[config.mk]
export PLATFORM = sky130hd
export DESIGN_NAME = bcd_serial_adder
export DESIGN_NICKNAME = d
export VERILOG_FILES = /design/src/rtl/bcd_pkg.sv /design/src/rtl/bcd_digit_cell.sv /design/src/rtl/bcd_serial_adder.sv
export SDC_FILE = /design/constraint.sdc
export NUM_CORES = 1
export LEC_CHECK = 0
export BUFFER_PORTS_ARGS = -buffer_cell sky130_fd_sc_hd__buf_2
export CAP_MARGIN = 10
export CORE_MARGIN = 2
export CORE_UTILIZATION = 45
export CTS_BUF_LIST = sky130_fd_sc_hd__clkbuf_4 sky130_fd_sc_hd__clkbuf_8 sky130_fd_sc_hd__clkbuf_16
export DETAILED_ROUTE_END_ITERATION = 6
export GPL_TIMING_DRIVEN = 0
export MAX_ROUTING_LAYER = met4
export PLACE_DENSITY = 0.7
export SETUP_SLACK_MARGIN = 0.15
export SLEW_MARGIN = 20
export SYNTH_ARGS = -nofsm -noshare
export SYNTH_HDL_FRONTEND = slang
export SYNTH_SLANG_ARGS = --single-unit
[constraint.sdc]
create_clock -name clk -period 8.3 [get_ports clk]
set_input_delay 0.83 -clock clk [delete_from_list [all_inputs] [get_ports clk]]
set_output_delay 0.83 -clock clk [all_outputs]
set_load 0.02 [all_outputs]
[src/rtl/bcd_pkg.sv]
// ---------------------------------------------------------------------------
// bcd_pkg
// Shared definitions for the digit-serial BCD adder.
//   state_t  : controller states (IDLE / RUN / DONE)
//   BCD_W    : width of one packed-BCD digit
//   BCD_MAX  : largest legal BCD digit value
//   BCD_ADJ  : decimal adjust added when a digit sum exceeds BCD_MAX
// ---------------------------------------------------------------------------
package bcd_pkg;

    typedef enum logic [1:0] {
        IDLE = 2'd0,
        RUN  = 2'd1,
        DONE = 2'd2
    } state_t;

    localparam int         BCD_W   = 4;
    localparam logic [3:0] BCD_MAX = 4'd9;
    localparam logic [3:0] BCD_ADJ = 4'd6;

endpackage

[src/rtl/bcd_digit_cell.sv]
// ---------------------------------------------------------------------------
// bcd_digit_cell
// Combinational single-digit BCD adder.
// Ports:
//   x, y   in  [BCD_W-1:0]  addend digits
//   c      in  1            carry in
//   digit  out [BCD_W-1:0]  BCD sum digit
//   carry  out 1            decimal carry out
// Non-BCD inputs (>9) go through the same rule; the result is meaningless
// but deterministic, and the caller is expected to flag it.
// ---------------------------------------------------------------------------
module bcd_digit_cell
    import bcd_pkg::*;
(
    input  logic [BCD_W-1:0] x,
    input  logic [BCD_W-1:0] y,
    input  logic             c,
    output logic [BCD_W-1:0] digit,
    output logic             carry
);

    logic [BCD_W:0] t;

    assign t = {1'b0, x} + {1'b0, y} + {{BCD_W{1'b0}}, c};

    // Adding 6 in 4-bit arithmetic drops the 16 that the decimal carry
    // represents, giving (t+6) mod 16.
    always_comb begin
        digit = t[BCD_W-1:0];
        carry = 1'b0;
        if (t > {1'b0, BCD_MAX}) begin
            digit = t[BCD_W-1:0] + BCD_ADJ;
            carry = 1'b1;
        end
    end

endmodule

[src/rtl/bcd_serial_adder.sv]
// ---------------------------------------------------------------------------
// bcd_serial_adder
// Digit-serial packed-BCD adder: latches two DIGITS-digit operands on start
// and adds one digit per clock, least-significant first, through a single
// bcd_digit_cell. A carry register links consecutive digits.
// Ports:
//   clk      in   1           rising-edge clock
//   rst_n    in   1           asynchronous active-low reset
//   start    in   1           request pulse, sampled only in IDLE
//   a, b     in   4*DIGITS    packed-BCD operands
//   cin      in   1           carry into digit 0
//   busy     out  1           high while digits are being added
//   done     out  1           one-cycle pulse, result valid
//   sum      out  4*DIGITS    registered packed-BCD result
//   cout     out  1           registered carry out of the top digit
//   invalid  out  1           sticky: an operand digit exceeded 9
// ---------------------------------------------------------------------------
module bcd_serial_adder
    import bcd_pkg::*;
#(
    parameter int DIGITS = 4
) (
    input  logic                    clk,
    input  logic                    rst_n,
    input  logic                    start,
    input  logic [4*DIGITS-1:0]     a,
    input  logic [4*DIGITS-1:0]     b,
    input  logic                    cin,
    output logic                    busy,
    output logic                    done,
    output logic [4*DIGITS-1:0]     sum,
    output logic                    cout,
    output logic                    invalid
);

    localparam int IDX_W = (DIGITS > 1) ? $clog2(DIGITS) : 1;
    localparam logic [IDX_W-1:0] LAST_IDX = IDX_W'(DIGITS - 1);

    state_t                         state;
    logic [DIGITS-1:0][BCD_W-1:0]   a_r;
    logic [DIGITS-1:0][BCD_W-1:0]   b_r;
    logic [DIGITS-1:0][BCD_W-1:0]   sum_r;
    logic                           carry_r;
    logic [IDX_W-1:0]               idx;
    logic                           cout_r;
    logic                           invalid_r;

    logic [BCD_W-1:0]               a_dig;
    logic [BCD_W-1:0]               b_dig;
    logic [BCD_W-1:0]               cell_digit;
    logic                           cell_carry;

    assign a_dig = a_r[idx];
    assign b_dig = b_r[idx];

    bcd_digit_cell u_cell (
        .x     (a_dig),
        .y     (b_dig),
        .c     (carry_r),
        .digit (cell_digit),
        .carry (cell_carry)
    );

    // Controller and datapath registers. Operands are captured at start so
    // the inputs may change freely while the digits are being processed.
    always_ff @(posedge clk or negedge rst_n) begin
        if (!rst_n) begin
            state     <= IDLE;
            a_r       <= '0;
            b_r       <= '0;
            sum_r     <= '0;
            carry_r   <= 1'b0;
            idx       <= '0;
            cout_r    <= 1'b0;
            invalid_r <= 1'b0;
        end else begin
            case (state)
                IDLE: begin
                    if (start) begin
                        a_r       <= a;
                        b_r       <= b;
                        carry_r   <= cin;
                        idx       <= '0;
                        sum_r     <= '0;
                        cout_r    <= 1'b0;
                        invalid_r <= 1'b0;
                        state     <= RUN;
                    end
                end
                RUN: begin
                    sum_r[idx] <= cell_digit;
                    carry_r    <= cell_carry;
                    invalid_r  <= invalid_r | (a_dig > BCD_MAX) | (b_dig > BCD_MAX);
                    idx        <= idx + 1'b1;
                    if (idx == LAST_IDX) begin
                        cout_r <= cell_carry;
                        idx    <= '0;
                        state  <= DONE;
                    end
                end
                DONE: begin
                    state <= IDLE;
                end
                default: begin
                    state <= IDLE;
                end
            endcase
        end
    end

    assign busy    = (state == RUN);
    assign done    = (state == DONE);
    assign sum     = sum_r;
    assign cout    = cout_r;
    assign invalid = invalid_r;

endmodule

==> out/metrics.yaml <==
timing:
  finalSetupViolations: 0
  min_period_ns: 3.823
  slew_headroom_pct: 53.70
  slew_viol_final: 0
  fin_crit_sh_pct: 46.07
  setup_tns_ns: 0
  fmax_ghz: 0.2615
  worstMarginPinSlew_ns: 0.6944
  final.setup_skew_ns: 0.008895
  grt_setup_unrepaired: "false"
  hold_viol_final: 0
synth:
  synth_compound_area_share_pct: 10.44
  syn_area_per_cell_sq_um: 9.874
  synth.distinct_cells: 38
  synth-simple-area-share_pct: 21.83
  synth_flop_cell: "dfrtp_1"
  syn_area_sq_um: 2636
  synth_async_sr_flop_share_pct: 100.0
  synth-seq-cells: 55
  synthXorXnorAreaFrac_pct: 0.6170
  synth_fa_ha_area_share_pct: 5.316
  synthesis.nets: 313
  yosys_warnings: 0
  ys_seq_area_share_pct: 52.21
  synth-edff-count: 0
  synthMuxAreaShare_pct: 6.834
  synth_top_family_by_area: "simple AND/OR/NAND/NOR gates"
  synthCells: 267
drt:
  ant_nets: 0
  vias_per_cell: 5.162
  drt_iter0_drc: 102
  drtPass1Iterations: 4
  postRouteWirelength_um: 5654
  dr_total_vias: 2075
  drc: 0
  wl_per_cell_um: 14.06
cts:
  numCtsBuffers: 5
  cts-root-buf: "clkbuf_8"
  cts_tree: "yes"
  cts_hold_buf: 0
  clk_latency_ns: 0.31
  path_clk_slew_ns: 0.10
  cts_sinks: 55
  cts_setup_buffers: 0
  cts_buffer_depth: 2
  htreeDepth: 2
  post_cts_resize_count: 0
floorplan:
  start_util_pct: 47.30
  boundaryPins: 56
  die-width_um: 80.54
  fp.coreArea_sq_um: 5574
  die_area_sq_um: 6487
  row_count: 27
  die_y_um: 80.54
grt:
  grt_usage_pct: 20.05
  antenna_found_initial: 0
  grt_pass1_wl_um: 9715
  grt-ovfl-total: 0
  grt_pass1_vias: 2104
  grt_max_degree: 56
cells_and_area:
  drive_above_1_share_pct: 25.15
  layout_common_cells: "nand2_1, buf_2, dfrtp_1, nand3_1, o21ai_1"
  final-seq-area_sq_um: 1376
  fill_cells: 518
  antenna-diode-count: 0
  final_net_count: 375
  multi_input_area_sq_um: 1187
  final_common_cell: "nand2_1"
  syn2layout_area_growth_pct: 19.13
setup_path:
  cp_max_fo: 9
  critPathArrivalTime_ns: 4.02
  cp-end-kind: "register"
  crit_start: "idx[1]"
  worstSetupStartpointType: "register"
  r2r_start: "idx[1]"
  setup.worst_path.class: "register to register"
  rr_worst_depth: 10
  worstPathRequired_ns: 8.49
placement:
  port_buffers: 55
  dp.final_hpwl_um: 4122
  place_congestion: 0.7982
min_path:
  hold_start: "a_r[12]"
  min_path_cells: 2
  hp-class: "register to register"
flow_run:
  max-cap-violations: 0
run_status:
  outcome: "finished, final reports clean"
==> per-stage QoR <==
step | utilization [%] | instance area, sq um | hold WS [ns] | instances | worst slack (ns)
5_1_grt | 56.34 | 3141 | 0.4972 | 402 | 4.213
3_5_place_dp | 53.89 | 3004 | 0.4622 | 394 | 4.505
6_report | 56.34 | 3141 | 0.4828 | 402 | 4.477
4_1_cts | 56.34 | 3141 | 0.4862 | 402 | 4.486
2_1_floorplan | - | 2636 | 0.4403 | 267 | 4.917
3_3_place_gp | 53.85 | 3002 | 0.4550 | 394 | 4.544
==> cell families (layout without fill, tap and decap cells) <==
logic type,count (synthesis),after routing
AND/OR/NAND/NOR,138,138
buffers and inverters,18,81
adder cells (fa/ha/maj),10,10
multiplexers,8,8
AO/OA/AOI/OAI,37,37
XOR/XNOR,1,1
flip-flops,55,55
==> final timing paths <==
kind                           end  slack [ns]
setup / recovery           sum[14]        4.48
hold / removal             a_r[12]        0.48
setup reg to reg           sum[14]        4.48
hold reg to reg            a_r[12]        0.48
max in group asynchronous  b_r[11]        7.28
min in group asynchronous   a_r[0]        0.54
==> final cells by class <==
cell class	count	area share (%)
Multi-Input combinational cell	194	37.81
Inverter	6	0.7171
Timing Repair Buffer	55	8.845
Clock buffer	5	2.191
Sequential cell	55	43.82
Clock inverter	3	2.151
Tap cell	72	2.869
Buffer	12	1.594
==> critical path, cell delays in order, from the launching register on <==
cell and delay, ns:
dfrtp_1 0.38, clkbuf_1 0.46, mux4_2 0.42, fa_1 0.45, fa_1 0.44, xnor2_2 0.33
ha_1 0.26, nor2b_1 0.32, nor3_1 0.16, a211oi_2 0.33, o21ai_0 0.14
==> synth_stat cells, types with 2 or more instances <==
cell / number / share of area, %
buf_1: 2 / 0.28
nor3_1: 5 / 0.95
o21ai_0: 5 / 0.95
nand3_1: 16 / 3.0
nor2_1: 3 / 0.43
nand2_1: 106 / 15
o21ai_1: 10 / 1.9
clkbuf_1: 8 / 1.1
ha_1: 8 / 3.8
nor2b_1: 2 / 0.47
dfrtp_1: 55 / 52
o31ai_1: 2 / 0.57
a22o_1: 2 / 0.66
mux4_2: 8 / 6.8
inv_1: 6 / 0.85
a31oi_1: 3 / 0.71
a21oi_1: 4 / 0.76
fa_1: 2 / 1.5
==> sequential cells by signal (all words and copies together) (netlist names) <==
signal	count
sum	16
a_r	16
cout	1
idx	2
b_r	16
carry_r	1
invalid	1
state	2
==> per-layer routing <==
layer  GRT usage [%]  up-vias  part of all wire (%)
met5               -        -                     0
met4           5.085        0                   1.2
met3           3.933        6                   3.5
met2           31.75       40                    48
met1           26.76      999                    47
li1                -     1030                     -
Power is left out: the tool's default activity adds up to more than one toggle a clock period on the data nets, which glitch-free logic cannot reach.
